File: config.mk
export PLATFORM = sky130hd
export DESIGN_NAME = clk_div_sched_flat
export DESIGN_NICKNAME = d
export VERILOG_FILES = /design/src/rtl/clk_div_pkg.sv /design/src/rtl/clk_div_sched_if.sv /design/src/rtl/clk_div_counter.sv /design/src/rtl/clk_div_sched.sv /design/src/flat_wrapper.sv
export SDC_FILE = /design/constraint.sdc
export NUM_CORES = 1
export LEC_CHECK = 0
export BUFFER_PORTS_ARGS = -buffer_cell sky130_fd_sc_hd__buf_4
export CAP_MARGIN = 30
export CORE_ASPECT_RATIO = 1.2
export CORE_MARGIN = 5
export CORE_UTILIZATION = 30
export CTS_CLUSTER_SIZE = 16
export DETAILED_ROUTE_END_ITERATION = 6
export HOLD_SLACK_MARGIN = 0.05
export PLACE_DENSITY = 0.6
export SETUP_SLACK_MARGIN = 0.4
export SLEW_MARGIN = 20
export SYNTH_ARGS = -nofsm -noshare
export SYNTH_HDL_FRONTEND = slang
export SYNTH_SLANG_ARGS = --single-unit
export TNS_END_PERCENT = 1
File: constraint.sdc
create_clock -name clk -period 2.3 [get_ports clk]
set_input_delay 0.23 -clock clk [delete_from_list [all_inputs] [get_ports clk]]
set_output_delay 0.23 -clock clk [all_outputs]
set_load 0.02 [all_outputs]
File: src/rtl/clk_div_pkg.sv
// Shared constants for the power-of-two clock divider: ratio selector codes and FSM states.
package clk_div_pkg;

    localparam int SEL_DIV1  = 0;
    localparam int SEL_DIV2  = 1;
    localparam int SEL_DIV4  = 2;
    localparam int SEL_DIV8  = 3;
    localparam int SEL_DIV16 = 4;

    typedef enum logic {
        IDLE = 1'b0,
        PEND = 1'b1
    } state_t;

endpackage

File: src/rtl/clk_div_sched_if.sv
// Config handshake and divider output bundle between the pin wrapper and the divider controller.
interface clk_div_sched_if #(
    parameter int CNT_W = 4,
    parameter int SEL_W = 3
);
    logic             ena;
    logic             cfg_valid;
    logic [SEL_W-1:0] cfg_sel;
    logic             cfg_ready;
    logic             cfg_err;
    logic             busy;
    logic [SEL_W-1:0] cur_sel;
    logic             div_out;
    logic             div_tick;
    logic [CNT_W-1:0] taps;

    modport master (
        output ena, cfg_valid, cfg_sel,
        input  cfg_ready, cfg_err, busy, cur_sel, div_out, div_tick, taps
    );

    modport slave (
        input  ena, cfg_valid, cfg_sel,
        output cfg_ready, cfg_err, busy, cur_sel, div_out, div_tick, taps
    );
endinterface

File: src/rtl/clk_div_counter.sv
// Free-running divide counter with run-enable hold; also exposes next value and wrap.
module clk_div_counter #(
    parameter int CNT_W = 4
) (
    input  logic             clk_i,
    input  logic             rst_n_i,
    input  logic             ena_i,
    output logic [CNT_W-1:0] cnt_o,
    output logic [CNT_W-1:0] cnt_next_o,
    output logic             wrap_o
);
    logic [CNT_W-1:0] cnt_q;

    assign cnt_next_o = ena_i ? cnt_q + 1'b1 : cnt_q;
    assign wrap_o     = ena_i & (&cnt_q);
    assign cnt_o      = cnt_q;

    always_ff @(posedge clk_i or negedge rst_n_i) begin
        if (!rst_n_i) cnt_q <= '0;
        else          cnt_q <= cnt_next_o;
    end
endmodule

File: src/rtl/clk_div_sched.sv
// Divider controller: accepts ratio requests and applies them only at counter wrap so the
// selected waveform never shows a runt or stretched period.
module clk_div_sched
    import clk_div_pkg::*;
#(
    parameter int CNT_W   = 4,
    parameter int SEL_W   = 3,
    parameter int RST_SEL = SEL_DIV2
) (
    input  logic           clk,
    input  logic           rst_n,
    clk_div_sched_if.slave bus
);
    logic [CNT_W-1:0] cnt, cnt_next, mask;
    logic             wrap, xfer;
    state_t           state_q, state_d;
    logic [SEL_W-1:0] cur_sel_q, cur_sel_d, pend_sel_q, pend_sel_d;
    logic             err_q, err_d;
    logic             div_out_q, div_out_d, div_tick_q, div_tick_d;

    clk_div_counter #(.CNT_W(CNT_W)) u_cnt (
        .clk_i     (clk),
        .rst_n_i   (rst_n),
        .ena_i     (bus.ena),
        .cnt_o     (cnt),
        .cnt_next_o(cnt_next),
        .wrap_o    (wrap)
    );

    assign xfer = bus.cfg_valid && (state_q == IDLE);

    always_comb begin
        state_d    = state_q;
        cur_sel_d  = cur_sel_q;
        pend_sel_d = pend_sel_q;
        err_d      = 1'b0;
        case (state_q)
            IDLE: begin
                // A request landing on the wrap edge waits a full period; it is never applied same-cycle.
                if (xfer) begin
                    if (int'(bus.cfg_sel) > CNT_W) begin
                        err_d = 1'b1;
                    end else if (bus.cfg_sel != cur_sel_q) begin
                        pend_sel_d = bus.cfg_sel;
                        state_d    = PEND;
                    end
                end
            end
            PEND: begin
                if (wrap) begin
                    cur_sel_d = pend_sel_q;
                    state_d   = IDLE;
                end
            end
            default: state_d = IDLE;
        endcase
    end

    // Outputs are computed from the post-edge counter and ratio, so the switch edge already ticks.
    always_comb begin
        mask       = '0;
        div_out_d  = 1'b0;
        div_tick_d = 1'b0;
        for (int i = 0; i < CNT_W; i++) mask[i] = (i < int'(cur_sel_d));
        if (bus.ena) begin
            if (cur_sel_d == '0) begin
                div_out_d  = 1'b1;
                div_tick_d = 1'b1;
            end else begin
                div_tick_d = ((cnt_next & mask) == '0);
                for (int i = 0; i < CNT_W; i++)
                    if (int'(cur_sel_d) == i + 1) div_out_d = cnt_next[i];
            end
        end
    end

    always_ff @(posedge clk or negedge rst_n) begin
        if (!rst_n) begin
            state_q    <= IDLE;
            cur_sel_q  <= SEL_W'(RST_SEL);
            pend_sel_q <= '0;
            err_q      <= 1'b0;
            div_out_q  <= 1'b0;
            div_tick_q <= 1'b0;
        end else begin
            state_q    <= state_d;
            cur_sel_q  <= cur_sel_d;
            pend_sel_q <= pend_sel_d;
            err_q      <= err_d;
            div_out_q  <= div_out_d;
            div_tick_q <= div_tick_d;
        end
    end

    assign bus.cfg_ready = (state_q == IDLE);
    assign bus.busy      = (state_q == PEND);
    assign bus.cfg_err   = err_q;
    assign bus.cur_sel   = cur_sel_q;
    assign bus.div_out   = div_out_q;
    assign bus.div_tick  = div_tick_q;
    assign bus.taps      = cnt;
endmodule

File: src/flat_wrapper.sv
// flat-port wrapper written by rule: the top's interface ports become plain ports
module clk_div_sched_flat import clk_div_pkg::*;
#(
    parameter int CNT_W   = 4,
    parameter int SEL_W   = 3,
    parameter int RST_SEL = SEL_DIV2
)
  (clk, rst_n, bus_ena, bus_cfg_valid, bus_cfg_sel, bus_cfg_ready, bus_cfg_err, bus_busy, bus_cur_sel, bus_div_out, bus_div_tick, bus_taps);
  clk_div_sched_if #(.CNT_W(CNT_W), .SEL_W(SEL_W)) bus_i ();
  input  logic clk;
  input  logic rst_n;
  input wire logic [$bits(bus_i.ena)-1:0] bus_ena;
  input wire logic [$bits(bus_i.cfg_valid)-1:0] bus_cfg_valid;
  input wire logic [$bits(bus_i.cfg_sel)-1:0] bus_cfg_sel;
  output wire logic [$bits(bus_i.cfg_ready)-1:0] bus_cfg_ready;
  output wire logic [$bits(bus_i.cfg_err)-1:0] bus_cfg_err;
  output wire logic [$bits(bus_i.busy)-1:0] bus_busy;
  output wire logic [$bits(bus_i.cur_sel)-1:0] bus_cur_sel;
  output wire logic [$bits(bus_i.div_out)-1:0] bus_div_out;
  output wire logic [$bits(bus_i.div_tick)-1:0] bus_div_tick;
  output wire logic [$bits(bus_i.taps)-1:0] bus_taps;
  assign bus_i.ena = bus_ena;
  assign bus_i.cfg_valid = bus_cfg_valid;
  assign bus_i.cfg_sel = bus_cfg_sel;
  assign bus_cfg_ready = bus_i.cfg_ready;
  assign bus_cfg_err = bus_i.cfg_err;
  assign bus_busy = bus_i.busy;
  assign bus_cur_sel = bus_i.cur_sel;
  assign bus_div_out = bus_i.div_out;
  assign bus_div_tick = bus_i.div_tick;
  assign bus_taps = bus_i.taps;
  clk_div_sched #(.CNT_W(CNT_W), .SEL_W(SEL_W), .RST_SEL(RST_SEL)) u_core (.clk(clk), .rst_n(rst_n), .bus(bus_i));
endmodule
==> impl_metrics.csv, run 1 <==
group,metric,value,unit
sta,final_max_slew_viol_count,0,
outcome,run_status,"finished clean",
final_layout,most-common-layout-cells,"sky130_fd_sc_hd__buf_4, sky130_fd_sc_hd__dfrtp_1, sky130_fd_sc_hd__mux2_2, sky130_fd_sc_hd__xnor2_1, sky130_fd_sc_hd__inv_1",
floorplan,core_area,0.00248,sq mm
global_routing,gr_usage_total,0.106,
sta,finalClockSkew,12.3,ps
cts,htree_levels,1,
placement,place_ws,482,ps
floorplan,rows,20,
final_layout,fin_cells,119,
sta,maxClockFrequency,559,MHz
final_layout,drive_gt1_frac,0.384,
synth,number_of_distinct_library_cells_after_synthesis,29,
synth,synth_fp_nets,72,
floorplan,die_y_extent,65.2,um
routing,post_drt_wl_per_cell,14.4,um
routing,detail-route-antenna-nets,0,
floorplan,boundaryPins,19,
routing,vias_per_cell,5.09,
placement,dp.cells,114,
sta,post-route-min-period,1790,ps
sta,finalSetupViolCount,0,
final_layout,nNetsFinal,95,
worst_setup_path,critPathRequiredTime,2480,ps
global_routing,grt_antenna_before_repair,0,
sta,max-slew-margin-rel,0.760,
synth,syn_area_per_cell,11.9,sq um
global_routing,via_count_of_the_first_global_routing_pass,666,
cts,tritoncts,"built",
sta,finalWorstSetupSlack,511,ps
cts,cts-root-buf,"sky130_fd_sc_hd__clkbuf_4",
floorplan,area_of_the_die,0.00365,sq mm
placement,io_buffers,18,
worst_setup_path,cp-end-kind,"flop",
routing,finalWirelength,1710,um
cts,numCtsBuffers,3,
routing,drc,0,
synth,synth_largest_type_area_fraction,0.428,
hold_path,min-delay-path-class,"in -> reg",
synth,synthesis.area,761,sq um
sta,layout_worst_path_cycle_share,0.778,
cts,path_clk_slew,90,ps
synth,synth.yosys.seq_area_share,0.462,
cts,insertion_delay,280,ps
floorplan,initial_utilization,0.307,
worst_setup_path,criticalPathCategory,"reg -> reg",
cts,clock_sink_count,14,
synth,synth.top_cells.by_area,"sky130_fd_sc_hd__dfrtp_1, sky130_fd_sc_hd__mux2_2, sky130_fd_sc_hd__xnor2_1, sky130_fd_sc_hd__dfstp_2, sky130_fd_sc_hd__mux2i_4",
global_routing,overflow,0,
power_and_ir_drop,p_total,0.00141,W
power_and_ir_drop,peakVddDrop,0.628,mV
run,cap_violations,0,
routing,drt-pass1-iter-count,4,
sta,setup_total_negative_slack,0,ps
power_and_ir_drop,power_per_cell_area,1460,mW/mm^2
placement,final_weighted_congestion_in_routability_driven_placement,0.769,
final_layout,areaGrowthSynthToFinish,26.6,%
cts,cts-root-to-sink-buffers,2,
worst_setup_path,crit_path_max_fanout,8,
sta,timing_worst_slew_pin_value,354,ps
global_routing,pin_count_of_the_biggest_net_entering_global_routing,15,
synth,ys_seq_elements,14,
placement,place_hpwl,1270,um
final_layout,diodes,0,
sta,rsz0062_at_grt,"no",
routing,detailedRoute.firstIterationViolations,9,
final_layout,final_common_cell,"sky130_fd_sc_hd__buf_4",
routing,routed-via-count,606,
global_routing,global_route_wire_length_before_repair,3110,um
power_and_ir_drop,p_leak,0.428,nW
synth,synth_largest_area_cell,"sky130_fd_sc_hd__dfrtp_1",
synth,synthCells,64,
floorplan,die_w,56.0,um
sta,hold_viol_final,0,
synth,yosysWarnings,0,
worst_setup_path,critical_path_arrival,1970,ps
worst_setup_path,crit_path_start_kind,"flop",
logic make-up (layout without fill, tap and decap cells):
logic type      Yosys count  count (layout)  share of synthesized area
simple gates             15              15                      0.127
xor+xnor                  7               7                     0.0806
flops                    14              14                      0.462
fa+ha+maj                 1               1                     0.0164
mux                       9               9                      0.150
compound gates           13              13                      0.130
buf+inv                   5              27                     0.0345
area by class of cell:
class                      instances  area [sq um]
fill                             247          1510
multi-input combinational         45           383
sequential                        14           353
timing repair buffer              19           145
tap                               33          41.3
clock buffer                       4          26.3
inverter                           4          15.0
worst max-delay path: stages, from the launching register on:
cell and delay [ps]:
sky130_fd_sc_hd__dfrtp_2 470, sky130_fd_sc_hd__ha_1 260, sky130_fd_sc_hd__and4_4 180, sky130_fd_sc_hd__and2_1 180, sky130_fd_sc_hd__o311ai_1 330, sky130_fd_sc_hd__a21oi_1 90, sky130_fd_sc_hd__o31ai_2 190
repair_timing:
action                                 in CTS  in global routing
hold buffers                                1                  0
setup buffers                               0                  0
endpoints found under the hold margin      14                  0
setup endpoints to repair                   0                  2
gates resized for setup                     0                  1
sequential cells by signal, indices dropped and copies added (netlist names):
name                 flops
u_core.bus.busy          1
u_core.pend_sel_q        3
u_core.bus.cur_sel       3
u_core.bus.div_out       1
u_core.bus.cfg_err       1
u_core.u_cnt.cnt_o       4
u_core.bus.div_tick      1
cell usage after synthesis, drive strengths merged:
| cell type | instances |
|---|---|
| a211o | 2 |
| nand3 | 3 |
| mux2 | 6 |
| nor4 | 1 |
| ha | 1 |
| nor3b | 3 |
| xnor2 | 5 |
| o2111ai | 1 |
| a21oi | 2 |
| nand2 | 2 |
| mux2i | 3 |
| o21ai | 3 |
| dfrtp | 13 |
| xor2 | 2 |
| nand4 | 2 |
| dfstp | 1 |
| nor2 | 2 |
| and2 | 1 |
| o31ai | 1 |
| inv | 4 |
| and4 | 1 |
| o311ai | 3 |
| buf | 1 |
| a41oi | 1 |
where the power goes:
| group | internal (W) | switching (W) |
|---|---|---|
| clock network | 0.0000672 | 0.0000801 |
| logic | 0.000346 | 0.000367 |
| registers | 0.000369 | 0.000177 |
| total | 0.000782 | 0.000624 |
per-layer routing:
layer	GRT usage	share of wire
met1	0.133	0.46
met5	0	0
met4	0.0415	0.0070
met3	0.0295	0.039
met2	0.173	0.49
worst paths after layout:
| check | start | end | slack, ps | cells after the start |
|---|---|---|---|---|
| worst min-delay path | bus_cfg_sel[1] | u_core.pend_sel_q[1] | 200 | 2 |
| worst max register to register | u_core.u_cnt.cnt_o[0] | u_core.bus.div_tick | 510 | 6 |
| min in group asynchronous | rst_n | u_core.pend_sel_q[1] | 330 | 2 |
| worst max-delay path | u_core.u_cnt.cnt_o[0] | u_core.bus.div_tick | 510 | 6 |
| worst min register to register | u_core.bus.busy | u_core.bus.cfg_err | 590 | 1 |
| max in group asynchronous | rst_n | u_core.bus.cur_sel[0] | 1720 | 2 |
stage by stage:
| stage | instance area [sq um] | utilization | hold slack, ps |
|---|---|---|---|
| floorplan | 761 | - | -65.6 |
| detailed placement | 926 | 0.374 | 93.2 |
| finish | 963 | 0.389 | 197 |
| global placement | 926 | 0.374 | 89.1 |
| global route | 963 | 0.389 | 189 |
| CTS | 962 | 0.388 | 196 |
Note: power is estimated with default switching activity, not from simulation.
==> run 2, diff against run 1 <==
clock period = 1.75 ns   (was 2.3 ns; I/O delays follow)
==> run 2 against run 1 <==
- routed wire length grew 11%
- sequential share of layout area decreased by 4.2 points
- critical endpoint unchanged
- combinational power rose by 68%
- sequential cell count stayed put
- count of clock-buffer cells in the layout stayed put
- cell count is 4.2% higher
- via count increased by 4.0%
==> impl_metrics.csv, run 2 (synthesized netlist as in run 1, its figures left out) <==
group,metric,value,unit
sta,final_max_slew_viol_count,0,
worst_setup_path,cp-end-kind,"flop",
power_and_ir_drop,peakVddDrop,0.888,mV
cts,cts-root-buf,"sky130_fd_sc_hd__clkbuf_4",
cts,clock_sink_count,14,
cts,numCtsBuffers,3,
worst_setup_path,criticalPathCategory,"reg -> reg",
sta,rsz0062_at_grt,"yes",
sta,maxClockFrequency,636,MHz
sta,setup_total_negative_slack,0,ps
placement,place_hpwl,1320,um
cts,tritoncts,"built",
outcome,run_status,"finished clean",
floorplan,boundaryPins,19,
sta,timing_worst_slew_pin_value,438,ps
final_layout,fin_cells,124,
routing,finalWirelength,1890,um
floorplan,area_of_the_die,0.00365,sq mm
global_routing,grt_antenna_before_repair,0,
final_layout,diodes,0,
routing,drc,0,
cts,cts-root-to-sink-buffers,2,
routing,drt-pass1-iter-count,3,
sta,max-slew-margin-rel,0.707,
cts,insertion_delay,290,ps
worst_setup_path,critPathRequiredTime,1950,ps
sta,finalClockSkew,7.68,ps
run,cap_violations,0,
final_layout,areaGrowthSynthToFinish,43.4,%
global_routing,overflow,0,
routing,routed-via-count,630,
final_layout,fin_area,0.00109,sq mm
power_and_ir_drop,p_leak,0.471,nW
placement,dp.cells,115,
final_layout,final_common_cell,"sky130_fd_sc_hd__buf_4",
routing,vias_per_cell,5.08,
worst_setup_path,worst_setup_path_endpoint,"u_core.bus.div_tick",
worst_setup_path,launching_instance_or_port_of_the_critical_path,"u_core.u_cnt.cnt_o[1]",
worst_setup_path,critical_path_arrival,1770,ps
sta,hold_viol_final,0,
sta,post-route-min-period,1570,ps
sta,finalWorstSetupSlack,178,ps
worst_setup_path,reg2reg_setup_slack,180,ps
final_layout,most-common-layout-cells,"sky130_fd_sc_hd__buf_4, sky130_fd_sc_hd__dfrtp_1, sky130_fd_sc_hd__mux2_2",
worst_setup_path,worst-r2r-cell-count,6,
worst_setup_path,crit_path_max_fanout,4,
global_routing,via_count_of_the_first_global_routing_pass,708,
worst_setup_path,critical_path.reg2reg.startpoint,"u_core.u_cnt.cnt_o[1]",
cts,htree_levels,1,
floorplan,die_y_extent,65.2,um
global_routing,global_route_wire_length_before_repair,3330,um
final_layout,nNetsFinal,100,
worst_setup_path,critical_path.reg2reg.endpoint,"u_core.bus.div_tick",
global_routing,pin_count_of_the_biggest_net_entering_global_routing,15,
sta,layout_worst_path_cycle_share,0.898,
global_routing,gr_usage_total,0.122,
hold_path,min-delay-path-class,"in -> reg",
floorplan,die_w,56.0,um
sta,finalSetupViolCount,0,
routing,detailedRoute.firstIterationViolations,5,
cts,path_clk_slew,80,ps
routing,detail-route-antenna-nets,0,
placement,place_ws,152,ps
floorplan,initial_utilization,0.307,
floorplan,rows,20,
routing,post_drt_wl_per_cell,15.3,um
placement,dpl_cell_area,962,sq um
floorplan,core_area,0.00248,sq mm
placement,io_buffers,18,
placement,final_weighted_congestion_in_routability_driven_placement,0.720,
power_and_ir_drop,power_per_cell_area,1950,mW/mm^2
final_layout,drive_gt1_frac,0.571,
final_layout,largest_register_ffs,4,
worst_setup_path,crit_path_start_kind,"flop",
[run 2: worst min-delay path by stage]
stage                         from                    end  slack [ps]  cells after the start
floorplan                    rst_n        u_core.bus.busy        -120                      0
global placement             rst_n  u_core.bus.cur_sel[1]          40                      1
detailed placement           rst_n     u_core.bus.div_out          30                      1
CTS                 bus_cfg_sel[1]   u_core.pend_sel_q[1]         140                      2
global route        bus_cfg_sel[0]   u_core.pend_sel_q[0]         140                      2
finish              bus_cfg_sel[1]   u_core.pend_sel_q[1]         140                      2
[run 2: where the power goes]
group          internal, W  switching [W]  total [W]
sequential        0.000487       0.000245   0.000732
combinational     0.000595       0.000607    0.00120
clock            0.0000887       0.000105   0.000193
total              0.00117       0.000957    0.00213
[run 2: final cells by class]
cell class,instances,area (sq um)
fillers,240,1390
inverters,4,15.0
clock buffers,4,26.3
repair buffers,24,183
multi-input cells,45,472
flip-flops and latches,14,354
well taps,33,41.3
[run 2: through the flow]
step | utilization | hold slack (ps) | total power [W]
after global routing | 0.440 | 139 | 0.00227
after floorplan | - | -121 | 0.00136
after global placement | 0.388 | 35.6 | 0.00173
after detailed placement | 0.388 | 33.5 | 0.00175
after CTS | 0.428 | 135 | 0.00207
final | 0.440 | 138 | 0.00213
[run 2: routing by layer]
layer,global-route usage,wire length [um],vias up
met5,0,0,-
met4,0.0920,48,0
met3,0.0275,76,4
met2,0.208,972,19
met1,0.132,793,311
li1,-,-,296
[run 2: repair_timing]
action | 4_1_cts | 5_1_grt
hold buffers | 1 | 0
resized for setup | 8 | 5
setup endpoints to repair | 8 | 10
pin swaps | 3 | 2
setup buffers | 4 | 0
hold endpoints to repair | 14 | 0
[run 2: critical path: stages (launching register included)]
cell                      delay, ps
sky130_fd_sc_hd__dfrtp_2        430
sky130_fd_sc_hd__ha_4           170
sky130_fd_sc_hd__and4_4         160
sky130_fd_sc_hd__nand2_4        110
sky130_fd_sc_hd__mux2i_4        310
sky130_fd_sc_hd__o21ai_2         80
sky130_fd_sc_hd__o31ai_2        210
==> run 3, diff against run 2 <==
CELL_PAD_IN_SITES_DETAIL_PLACEMENT = 0   (was unset)
CELL_PAD_IN_SITES_GLOBAL_PLACEMENT = 2   (was unset)
CTS_BUF_LIST = sky130_fd_sc_hd__clkbuf_2 sky130_fd_sc_hd__clkbuf_4 sky130_fd_sc_hd__clkbuf_8   (was unset)
PLACE_DENSITY = 0.81   (was 0.6)
==> run 3 against run 2 <==
- core utilization up 1.3 points
- setup slack gained 18 ps
- sequential power fell by 0.5%
- critical path depth unchanged
- power rose by 5.1%
- fmax increased by 1.2%
==> impl_metrics.csv, run 3 (synthesized netlist as in run 1, its figures left out) <==
group,metric,value,unit
routing,drc,0,
placement,io_buffers,18,
run,cap_violations,0,
floorplan,die_w,56.0,um
outcome,run_status,"finished clean",
hold_path,min-delay-path-class,"in -> reg",
floorplan,rows,20,
sta,max-slew-margin-rel,0.769,
floorplan,initial_utilization,0.307,
power_and_ir_drop,peakVddDrop,0.814,mV
worst_setup_path,worst_path_dominant_cell_family,"flip-flops",
worst_setup_path,cp_slowest_stage_delay,440,ps
cts,path_clk_slew,90,ps
floorplan,boundaryPins,19,
floorplan,die_y_extent,65.2,um
routing,vias_per_cell,4.99,
sta,hold-worst-slack,135,ps
worst_setup_path,crit_path_start_kind,"flop",
routing,finalWirelength,1900,um
sta,finalClockSkew,4.64,ps
global_routing,overflow,0,
worst_setup_path,worstPathCellList,"ha_4 > and4_4 > nand2_4 > mux2i_4 > o21ai_2 > o31ai_2",
sta,maxClockFrequency,643,MHz
power_and_ir_drop,combinational_power_share,0.567,
final_layout,final_common_cell,"sky130_fd_sc_hd__buf_4",
cts,numCtsBuffers,3,
floorplan,core_area,0.00248,sq mm
power_and_ir_drop,p_leak,0.496,nW
cts,cts-root-to-sink-buffers,2,
floorplan,area_of_the_die,0.00365,sq mm
worst_setup_path,worst_path_bufs_invs,0,
cts,htree_levels,1,
power_and_ir_drop,seq_pwr_share,0.325,
power_and_ir_drop,intPower,0.00129,W
worst_setup_path,critical_path_arrival,1760,ps
worst_setup_path,cp_slowest_cell,"sky130_fd_sc_hd__dfrtp_2",
worst_setup_path,criticalPathCategory,"reg -> reg",
global_routing,grt_antenna_before_repair,0,
final_layout,most-common-layout-cells,"sky130_fd_sc_hd__buf_4, sky130_fd_sc_hd__dfrtp_1, sky130_fd_sc_hd__mux2_2",
worst_setup_path,crit_path_max_fanout,4,
power_and_ir_drop,p_sw_frac,0.424,
cts,tritoncts,"built",
sta,post-route-min-period,1550,ps
routing,routed-via-count,644,
sta,rsz0062_at_grt,"yes",
final_layout,final.fill_count,223,
sta,finalSetupViolCount,0,
global_routing,gr-usage-met3,0.0196,
final_layout,largest_register_ffs,4,
worst_setup_path,critPathRequiredTime,1960,ps
global_routing,gr_usage_total,0.116,
global_routing,via_count_of_the_first_global_routing_pass,661,
global_routing,global_route_wire_length_before_repair,3240,um
global_routing,gr-usage-met1,0.140,
cts,insertion_delay,290,ps
routing,detail-route-antenna-nets,0,
power_and_ir_drop,power.clock.fraction,0.108,
routing,drt-pass1-iter-count,4,
cts,cts-root-buf,"sky130_fd_sc_hd__clkbuf_4",
sta,final_max_slew_viol_count,0,
final_layout,nNetsFinal,105,
final_layout,areaGrowthSynthToFinish,47.7,%
global_routing,pin_count_of_the_biggest_net_entering_global_routing,15,
power_and_ir_drop,switching_power,0.000947,W
global_routing,grt_most_used_layer,"met2",
placement,final_weighted_congestion_in_routability_driven_placement,0.773,
sta,timing_worst_slew_pin_value,347,ps
final_layout,drive_gt1_frac,0.573,
routing,post_drt_wl_per_cell,14.7,um
global_routing,groute.layer.met2.usage,0.187,
power_and_ir_drop,power_per_cell_area,1990,mW/mm^2
worst_setup_path,cp-end-kind,"flop",
cts,clock_sink_count,14,
sta,layout_worst_path_cycle_share,0.888,
sta,hold_viol_final,0,
routing,detailedRoute.firstIterationViolations,19,
final_layout,diodes,0,
sta,setup_total_negative_slack,0,ps
[run 3: metal layers]
layer  share of wire  vias to the layer above
met5               0                        -
met4           0.028                        0
met3           0.037                        5
met2            0.52                       20
met1            0.41                      315
li1                -                      304
[run 3: layout make-up]
| class | count | area, sq um | area share |
|---|---|---|---|
| Clock buffer | 4 | 36.3 | 0.0323 |
| Inverter | 4 | 15.0 | 0.0134 |
| Multi-Input combinational cell | 45 | 452 | 0.402 |
| Sequential cell | 14 | 355 | 0.316 |
| Tap cell | 33 | 41.3 | 0.0367 |
| Timing Repair Buffer | 29 | 224 | 0.199 |
[run 3: repair_timing]
action | in CTS | in global routing
endpoints found under the hold margin | 14 | 0
setup buffers | 3 | 6
pin swaps | 2 | 5
endpoints found under the setup margin | 6 | 10
hold buffers | 1 | 0
gates resized for setup | 5 | 6
[run 3: worst paths after layout]
check	from	end	slack, ps	depth (start not counted)
max in group asynchronous	rst_n	u_core.bus.cur_sel[0]	1250	2
hold reg to reg	u_core.bus.busy	u_core.bus.cfg_err	580	1
setup / recovery	u_core.u_cnt.cnt_o[0]	u_core.bus.div_tick	200	6
hold / removal	bus_cfg_sel[0]	u_core.pend_sel_q[0]	140	2
setup reg to reg	u_core.u_cnt.cnt_o[0]	u_core.bus.div_tick	200	6
min in group asynchronous	rst_n	u_core.pend_sel_q[0]	260	2
[run 3: stage by stage]
step	util	area, sq um	setup WS (ps)	total power (W)	cells
2_1_floorplan	-	790	158	0.00136	64
3_3_place_gp	0.388	962	176	0.00174	115
3_5_place_dp	0.388	962	139	0.00175	115
4_1_cts	0.423	1050	182	0.00207	123
5_1_grt	0.454	1120	127	0.00240	129
6_report	0.454	1120	196	0.00224	129
[run 3: power by group through the flow]
stage / sequential (W) / clock, W / combinational [W]
after floorplan: 0.000827 / 0 / 0.000530
after global placement: 0.000710 / 0 / 0.00103
after detailed placement: 0.000710 / 0 / 0.00104
after CTS: 0.000709 / 0.000247 / 0.00111
after global routing: 0.000762 / 0.000268 / 0.00137
final: 0.000728 / 0.000241 / 0.00127
[run 3: worst reg2reg max path: cells and delay by family (launching register included)]
| family | cells | cell delay, ps |
|---|---|---|
| and+or+nand+nor | 2 | 260 |
| muxes | 1 | 310 |
| adders and majority gates | 1 | 180 |
| AOI/OAI and AO/OA | 2 | 290 |
| DFF | 1 | 440 |
